File: src/rtl/rf_arb_pkg.sv
// Shared types and default widths for the register-file access arbiter.
package rf_arb_pkg;

  typedef enum logic {LK_UNLOCKED, LK_LOCKED} lock_state_t;
  typedef enum logic [1:0] {OWN_NONE, OWN_CORE, OWN_DBG} owner_t;

  localparam int RF_DATA_W       = 16;
  localparam int RF_ADDR_W       = 3;
  localparam int RF_STARVE_LIMIT = 4;

endpackage

File: src/rtl/rf_arb_starve_ctr.sv
// Saturating count of consecutive cycles a pending debug request has lost arbitration.
module rf_arb_starve_ctr #(
  parameter int LIMIT = 4
) (
  input  logic clk,
  input  logic rst_n,
  input  logic clr,
  input  logic inc,
  output logic at_limit
);

  localparam int CW = $clog2(LIMIT + 1);
  localparam logic [CW-1:0] LIM = CW'(LIMIT);

  logic [CW-1:0] cnt_q, cnt_d;

  always_comb begin
    cnt_d = cnt_q;
    if (clr) begin
      cnt_d = '0;
    end else if (inc && (cnt_q != LIM)) begin
      cnt_d = cnt_q + 1'b1;
    end
  end

  always_ff @(posedge clk) begin
    if (!rst_n) begin
      cnt_q <= '0;
    end else begin
      cnt_q <= cnt_d;
    end
  end

  assign at_limit = (cnt_q == LIM);

endmodule

File: src/rtl/rf_access_arbiter.sv
// Shares one 2R/1W register file between the core pipeline and the debug unit,
// with debug lock-out of the core and starvation protection for debug requests.
module rf_access_arbiter
  import rf_arb_pkg::*;
#(
  parameter int DATA_W       = RF_DATA_W,
  parameter int ADDR_W       = RF_ADDR_W,
  parameter int STARVE_LIMIT = RF_STARVE_LIMIT
) (
  input  logic              clk,
  input  logic              rst_n,
  input  logic              core_valid,
  output logic              core_ready,
  input  logic              core_we,
  input  logic [ADDR_W-1:0] core_addr_a,
  input  logic [ADDR_W-1:0] core_addr_b,
  input  logic [DATA_W-1:0] core_wdata,
  output logic              core_rvalid,
  output logic [DATA_W-1:0] core_rdata_a,
  output logic [DATA_W-1:0] core_rdata_b,
  input  logic              dbg_valid,
  output logic              dbg_ready,
  input  logic              dbg_we,
  input  logic [ADDR_W-1:0] dbg_addr_a,
  input  logic [ADDR_W-1:0] dbg_addr_b,
  input  logic [DATA_W-1:0] dbg_wdata,
  output logic              dbg_rvalid,
  output logic [DATA_W-1:0] dbg_rdata_a,
  output logic [DATA_W-1:0] dbg_rdata_b,
  input  logic              dbg_lock,
  output logic              dbg_locked,
  output logic [ADDR_W-1:0] rf_addr_a,
  output logic [ADDR_W-1:0] rf_addr_b,
  output logic [DATA_W-1:0] rf_din,
  output logic              rf_write,
  input  logic [DATA_W-1:0] rf_dout_a,
  input  logic [DATA_W-1:0] rf_dout_b
);

  lock_state_t state_q, state_d;
  owner_t      owner;
  logic        at_limit;

  logic              core_rvalid_q, core_rvalid_d;
  logic [DATA_W-1:0] core_rdata_a_q, core_rdata_a_d, core_rdata_b_q, core_rdata_b_d;
  logic              dbg_rvalid_q, dbg_rvalid_d;
  logic [DATA_W-1:0] dbg_rdata_a_q, dbg_rdata_a_d, dbg_rdata_b_q, dbg_rdata_b_d;

  // Readies express "would win if valid", so neither depends on the other's ready.
  always_comb begin
    core_ready = 1'b0;
    dbg_ready  = 1'b0;
    owner      = OWN_NONE;
    if (rst_n) begin
      if (state_q == LK_LOCKED) begin
        dbg_ready = 1'b1;
      end else begin
        core_ready = !(at_limit && dbg_valid);
        dbg_ready  = at_limit || !core_valid;
      end
      if (core_valid && core_ready) begin
        owner = OWN_CORE;
      end else if (dbg_valid && dbg_ready) begin
        owner = OWN_DBG;
      end
    end
  end

  always_comb begin
    rf_addr_a = '0;
    rf_addr_b = '0;
    rf_din    = '0;
    rf_write  = 1'b0;
    case (owner)
      OWN_CORE: begin
        rf_addr_a = core_addr_a;
        rf_addr_b = core_addr_b;
        rf_din    = core_wdata;
        rf_write  = core_we;
      end
      OWN_DBG: begin
        rf_addr_a = dbg_addr_a;
        rf_addr_b = dbg_addr_b;
        rf_din    = dbg_wdata;
        rf_write  = dbg_we;
      end
      default: ;
    endcase
  end

  rf_arb_starve_ctr #(
    .LIMIT(STARVE_LIMIT)
  ) u_starve (
    .clk     (clk),
    .rst_n   (rst_n),
    .clr     ((owner == OWN_DBG) || !dbg_valid),
    .inc     (dbg_valid && (owner != OWN_DBG) && (state_q == LK_UNLOCKED)),
    .at_limit(at_limit)
  );

  always_comb begin
    state_d        = dbg_lock ? LK_LOCKED : LK_UNLOCKED;
    core_rvalid_d  = (owner == OWN_CORE) && !core_we;
    dbg_rvalid_d   = (owner == OWN_DBG) && !dbg_we;
    core_rdata_a_d = core_rvalid_d ? rf_dout_a : core_rdata_a_q;
    core_rdata_b_d = core_rvalid_d ? rf_dout_b : core_rdata_b_q;
    dbg_rdata_a_d  = dbg_rvalid_d ? rf_dout_a : dbg_rdata_a_q;
    dbg_rdata_b_d  = dbg_rvalid_d ? rf_dout_b : dbg_rdata_b_q;
  end

  always_ff @(posedge clk) begin
    if (!rst_n) begin
      state_q        <= LK_UNLOCKED;
      core_rvalid_q  <= 1'b0;
      core_rdata_a_q <= '0;
      core_rdata_b_q <= '0;
      dbg_rvalid_q   <= 1'b0;
      dbg_rdata_a_q  <= '0;
      dbg_rdata_b_q  <= '0;
    end else begin
      state_q        <= state_d;
      core_rvalid_q  <= core_rvalid_d;
      core_rdata_a_q <= core_rdata_a_d;
      core_rdata_b_q <= core_rdata_b_d;
      dbg_rvalid_q   <= dbg_rvalid_d;
      dbg_rdata_a_q  <= dbg_rdata_a_d;
      dbg_rdata_b_q  <= dbg_rdata_b_d;
    end
  end

  assign dbg_locked   = (state_q == LK_LOCKED);
  assign core_rvalid  = core_rvalid_q;
  assign core_rdata_a = core_rdata_a_q;
  assign core_rdata_b = core_rdata_b_q;
  assign dbg_rvalid   = dbg_rvalid_q;
  assign dbg_rdata_a  = dbg_rdata_a_q;
  assign dbg_rdata_b  = dbg_rdata_b_q;

endmodule
File: config.mk
export PLATFORM = sky130hd
export DESIGN_NAME = rf_access_arbiter
export DESIGN_NICKNAME = d
export VERILOG_FILES = /design/src/rtl/rf_arb_pkg.sv /design/src/rtl/rf_arb_starve_ctr.sv /design/src/rtl/rf_access_arbiter.sv
export SDC_FILE = /design/constraint.sdc
export NUM_CORES = 1
export LEC_CHECK = 0
export ABC_AREA = 1
export CORE_MARGIN = 2
export CORE_UTILIZATION = 39
export CTS_CLUSTER_SIZE = 10
export DETAILED_ROUTE_END_ITERATION = 7
export GPL_ROUTABILITY_DRIVEN = 0
export GPL_TIMING_DRIVEN = 0
export PLACE_DENSITY = 0.79
export SLEW_MARGIN = 10
export SYNTH_ARGS = -nofsm -noshare
export SYNTH_HDL_FRONTEND = slang
export SYNTH_HIERARCHICAL = 1
export SYNTH_SLANG_ARGS = --single-unit
export TNS_END_PERCENT = 10
File: constraint.sdc
create_clock -name clk -period 2.1 [get_ports clk]
set_input_delay 0.42 -clock clk [delete_from_list [all_inputs] [get_ports clk]]
set_output_delay 0.42 -clock clk [all_outputs]
set_load 0.01 [all_outputs]
Word-level counts from Yosys, hierarchy flattened. Cells that the tools add are included.

Bits of input ports: 83. Register bits after elaboration: 70. Word-level logic and storage cells: 46. Output and inout port bits: 92.

Reduce and logical (&&, ||, !) cells: 16. $add $sub $neg: 1. Multiplexer cells: 14. Equal/unequal tests: 5. Bitwise logic cells: 2.

Operators by type and width (count): 16-bit case mux with 2 select lines (1); 3-bit case mux with 2 select lines (2); 1-bit logical AND (8); 1-bit two-way mux (7); 2-bit two-way mux (3); 1-bit logical NOT (5); 3-bit by 1-bit adder with 3-bit output, second input constant (1); 3-bit == test, second input constant (1); 3-bit != test, second input constant (1); 2-bit by 1-bit == test with 1-bit output, second input constant (1); 2-bit == test, second input constant (1); 1-bit logical OR (2); 2-bit != test, second input constant (1); 1-bit inverter (2); 1-bit case mux with 2 select lines (1); 2-bit OR reduction (1).

Depth between registers and ports, before layout.
Word-level depth: 12. Depth in mapped cells: 14. Mapped depth without buffers: 14.

Hierarchy. The synthesis kept the hierarchy.

By module, submodules not included: rf_access_arbiter (area an instance 3040.4 um^2, seq. area each 1341.3 um^2, instances 1, cells each 504); rf_arb_starve_ctr (area an instance 178.9 um^2, seq. area each 60.1 um^2, instances 1, cells each 28).

Worst setup path before layout. OpenSTA, ideal clock, no wires.

Kind: reg-to-output. Start point: register u_starve.cnt_q[0]. End point: output port rf_addr_a[0]. Data required time: 1.680 ns. Cell stages (with the launch flop): 11. Setup slack: 0.215 ns. Arrival: 1.465 ns. Buffers on the path: 1. Cell sequence: dfxtp_1 -> inv_1 -> ha_1 -> nand2_2 -> inv_1 -> nand2_1 -> nand2_1 -> nor2_4 -> clkbuf_1 -> nand2_1 -> nand2_1.

Longest elaborated chain between the ends: 10. Elaborated cells on any way between the ends: 16. Classes of those cells: eq/ne: 3; mux: 8; reduce/logical: 5.

Ends and longest elaborated chain: start, declared (line rf_arb_starve_ctr.sv:15) `logic [CW-1:0] cnt_q, cnt_d;`; start signal, assigned (line rf_arb_starve_ctr.sv:30) `cnt_q <= cnt_d;`; 3-bit == test (*) (line rf_arb_starve_ctr.sv:34) `assign at_limit = (cnt_q == LIM);`; net at_limit (line rf_access_arbiter.sv:42) `logic at_limit;`; 1-bit logical OR or 1-bit logical AND (tied branches) (line rf_access_arbiter.sv:59, rf_access_arbiter.sv:58); 1-bit two-way mux or 1-bit logical NOT (tied branches) (line rf_access_arbiter.sv:55, rf_access_arbiter.sv:58); 1-bit two-way mux (on tied branches) (line rf_access_arbiter.sv:54, rf_access_arbiter.sv:55); 1-bit logical AND or 1-bit two-way mux (tied branches) (line rf_access_arbiter.sv:63, rf_access_arbiter.sv:54); 2-bit two-way mux or 1-bit logical AND (tied branches) (line rf_access_arbiter.sv:63, rf_access_arbiter.sv:61); 2-bit two-way mux (*) (line rf_access_arbiter.sv:61) `if (core_valid && core_ready) begin`; 2-bit two-way mux (*) (line rf_access_arbiter.sv:54) `if (rst_n) begin`; 2-bit == test or 2-bit by 1-bit == test with 1-bit output (tied branches) (line rf_access_arbiter.sv:74) `case (owner)`; 3-bit case mux with 2 select lines (*) (line rf_access_arbiter.sv:74); end, declared (line rf_access_arbiter.sv:32) `output logic [ADDR_W-1:0] rf_addr_a,`.

Mark *: on every way through the listed nets, which the timed path passes. The rest lies on a longest branch. The select of a mux whose other input is x is not followed.

Worst setup path after layout.
Start point: register u_starve.cnt_q[0]. End point: output port rf_addr_b[2].

Longest elaborated chain between the ends: 10. Elaborated cells on any way between the ends: 16. Classes of those cells: eq/ne: 3; mux: 8; reduce/logical: 5.

Ends and longest elaborated chain: 3-bit == test (*) (line rf_arb_starve_ctr.sv:34); net at_limit (line rf_access_arbiter.sv:42); 1-bit logical OR or 1-bit logical AND (tied branches) (line rf_access_arbiter.sv:59, rf_access_arbiter.sv:58); 1-bit two-way mux or 1-bit logical NOT (tied branches) (line rf_access_arbiter.sv:55, rf_access_arbiter.sv:58); 1-bit two-way mux (on tied branches) (line rf_access_arbiter.sv:54, rf_access_arbiter.sv:55); 1-bit logical AND or 1-bit two-way mux (tied branches) (line rf_access_arbiter.sv:63, rf_access_arbiter.sv:54); 2-bit two-way mux or 1-bit logical AND (tied branches) (line rf_access_arbiter.sv:63, rf_access_arbiter.sv:61); 2-bit two-way mux (*) (line rf_access_arbiter.sv:61); 2-bit two-way mux (*) (line rf_access_arbiter.sv:54); 2-bit == test or 2-bit by 1-bit == test with 1-bit output (tied branches) (line rf_access_arbiter.sv:74); 3-bit case mux with 2 select lines (*) (line rf_access_arbiter.sv:74); end, declared (line rf_access_arbiter.sv:33) `output logic [ADDR_W-1:0] rf_addr_b,`.

Marked as above.

==> flow_summary_export.csv <==
group,metric,value,unit
drt,wl_met1,4130,um
power,p_int,2580,uW
timing,hold_viol,0,
synthesis,netlist.area_leader.share,43.5,%
synthesis,synth_top_area_cell,"dfxtp_1",
synthesis,synth_cells,532,
power,power_switching,831,uW
cts,cts_htree_levels,3,
cts,ctsHoldBuffers,0,
cts,cts_tree,"yes",
critical_path,crit_path_top_delay_cell,"dfxtp_2",
synthesis,ys.warnings.count,6,
layout,final_cell_mix,"nand2_1 (179), clkdlybuf4s50_1 (147), nor2_1 (136), inv_1 (75), dfxtp_1 (68)",
critical_path,crit_start,"u_starve/cnt_q[0]",
floorplanning,dieArea,9000,sq um
cts,clkSinkCount,70,
power,finalPower,3410,uW
layout,final_common_cell,"nand2_1",
critical_path,r2r-start,"u_starve/cnt_q[0]",
cts,cts-root-buf,"clkbuf_8",
drt,wl,11100,um
floorplanning,die-width,94.9,um
drt,drt_iter0_drc,102,
synthesis,synth_nets,617,
drt,route.met2.wl,5780,um
cts,clk_path_buf_depth,2,
run_status,status,"finished, violations left",
global_route,grt_usage,23.1,%
critical_path,path_cells,"inv_2 > ha_4 > nand2_4 > inv_4 > nand2_2 > nand2_4 > nor2_4 > buf_6 > clkbuf_8 > nand2_1 > nand2_1 > buf_2",
worst_hold_path,hp-class,"input port to register",
worst_hold_path,worstHoldStart,"rst_n",
floorplanning,fp-row-count,33,
critical_path,cpPeakStageDelay,340,ps
layout,seq_area,1400,sq um
power,worst_ir_drop_vdd,0.000465,V
placed_design,port_buffers,174,
drt,wl_per_cell,13.1,um
layout,fin_area,5610,sq um
drt,highest_layer,"met4",
timing,relSlewSlack,64.8,%
drt,dr_total_vias,3752,
job,max_cap_viol_count,0,
critical_path,worstPathMaxFanout,5,
layout,area_growth,74.2,%
synthesis,yosysSeqAreaShare,43.5,%
critical_path,required,1680,ps
critical_path,rr_worst_depth,14,
global_route,grt.overflow.total,0,
power,power.leakage,0.00287,uW
power,switching_share,24.3,%
layout,final_cell_count_no_fill,842,
power,clockPowerShare,38.4,%
floorplanning,ios,175,
critical_path,regToRegSetupSlack,280,ps
run_status,violations,"negative setup slack",
cts,numCtsBuffers,9,
floorplanning,initial_core_util,39.8,%
layout,drive_gt1_share,15.6,%
timing,finalCritPeriodShare,103,%
placed_design,dp_cells,811,
floorplanning,die_h,94.9,um
floorplanning,core_area,8090,sq um
critical_path,endpoint_kind,"output port",
cts,clk_pin_slew_worst_paths,70,ps
synthesis,yosys-top-cells-area,"dfxtp_1 (44%), nand2_1 (24%), nor2_1 (16%)",
global_route,grt_pass1_vias,3504,
cts,clk_latency,330,ps
timing,final.setup.worst_slack,-66.6,ps
layout,multi_input_area,1500,sq um
drt,viasPerCell,4.46,
timing,setup_viol,21,
timing,max_clock_freq,462,MHz
synthesis,syn-cell-area,3220,sq um
global_route,grt_pass1_wl,16000,um
timing,skew,11.5,ps
synthesis,synth.distinct_cells,15,
layout,fin_nets,816,
power,power_frac_seq,41.5,%
placed_design,placed_area,5090,sq um
worst_hold_path,hold_end,"u_starve/cnt_q[0]",
drt,firstDrtPassIters,4,
timing,max_slew.worst_pin.slew,528,ps
global_route,antenna_found_initial,1,
drt,drc_errors,0,
timing,rsz0062_at_grt,"yes",
layout,fill_cells,688,
critical_path,worstSetupPathType,"register to output port",
drt,drtAntennaViolNets,0,
timing,slew_violations,0,
global_route,grt_max_degree,13,
critical_path,start_kind,"register",
critical_path,r2r_end,"core_rdata_a[2]",
power,p_per_area,609,nW/um^2
timing,min_period,2170,ps
layout,utilization,69.3,%
critical_path,cp.arrival,1750,ps
synthesis,ys_ff_latch,70,
synthesis,postSynthAreaPerCell,6.05,sq um
drt,wl_met3,914,um
power,comb_power_share,20.1,%
worst_hold_path,min_path_cells,5,
placed_design,dp_hpwl,8050,um
cells by family (layout without fill, tap and decap cells):
logic type               after synthesis  after routing  share of synthesized area, %
AND/OR/NAND/NOR                      350            350                          41.5
AO/OA/AOI/OAI                          3              3                         0.466
buffers and inverters                107            311                          13.8
other                                  0              1                             0
adder cells (fa/ha/maj)                2              2                         0.777
flip-flops                            70             70                          43.5
timing repair:
action | 4_1_cts | 5_1_grt
resized for setup | 154 | 33
setup endpoints to repair | 25 | 24
cloned | 3 | 0
pin swaps | 12 | 12
buffers inserted | 8 | 3
final cells by class:
| type | count | share of cell area, % |
|---|---|---|
| repair buffers | 188 | 32.3 |
| multi-input cells | 355 | 26.8 |
| flip-flops and latches | 70 | 25.0 |
| inverters | 81 | 5.60 |
| plain buffers | 26 | 3.55 |
| clock buffers | 10 | 2.45 |
| well taps | 105 | 2.34 |
| clock inverters | 6 | 1.94 |
| diodes | 1 | 0.0446 |
how the worst max path moves through the flow:
stage | endpoint | slack (ps)
after detailed placement | rf_din[2] | -790
after floorplan | rf_addr_a[0] | 220
after global placement | rf_din[2] | -790
after global routing | rf_addr_b[2] | -150
after CTS | rf_din[2] | -90
final | rf_addr_b[2] | -70
worst max-delay path, delay by kind of cell, from the launching register on:
family | cells | cell delay [ps]
adders and majority gates | 1 | 160
and+or+nand+nor | 6 | 450
buffers and inverters | 5 | 470
DFF | 1 | 340
metal layers:
metal	vias up	global-route usage (%)
li1	1916	-
met1	1696	22.0
met2	120	45.5
met3	20	6.54
met4	0	9.66
met5	-	0
power groups by stage:
stage | sequential [uW] | combinational, uW | clock [uW]
3_5_place_dp | 1450 | 633 | 0
4_1_cts | 1420 | 657 | 1340
5_1_grt | 1420 | 744 | 1400
2_1_floorplan | 1470 | 210 | 0
6_report | 1420 | 686 | 1310
3_3_place_gp | 1440 | 623 | 0
synth_stat cells, drive strengths merged:
master / number
clkbuf: 5
nand2: 209
dfxtp: 70
nand3: 3
o21ai: 1
nor2: 137
buf: 21
ha: 2
inv: 81
nand4: 1
a21oi: 2
stage by stage:
| step | hold slack, ps | setup slack [ps] | TNS (ps) |
|---|---|---|---|
| 4_1_cts | 514 | -87.9 | -951 |
| 6_report | 484 | -66.6 | -785 |
| 3_3_place_gp | 495 | -793 | -16090 |
| 5_1_grt | 504 | -153 | -2840 |
| 3_5_place_dp | 504 | -787 | -16400 |
| 2_1_floorplan | 477 | 215 | 0 |
sequential cells by signal, summed over array words and instances (netlist names):
signal          cells
dbg_rvalid          1
u_starve/cnt_q      3
core_rdata_b       16
core_rvalid         1
dbg_locked          1
dbg_rdata_b        16
dbg_rdata_a        16
core_rdata_a       16
(Power assumes the default switching activity.)
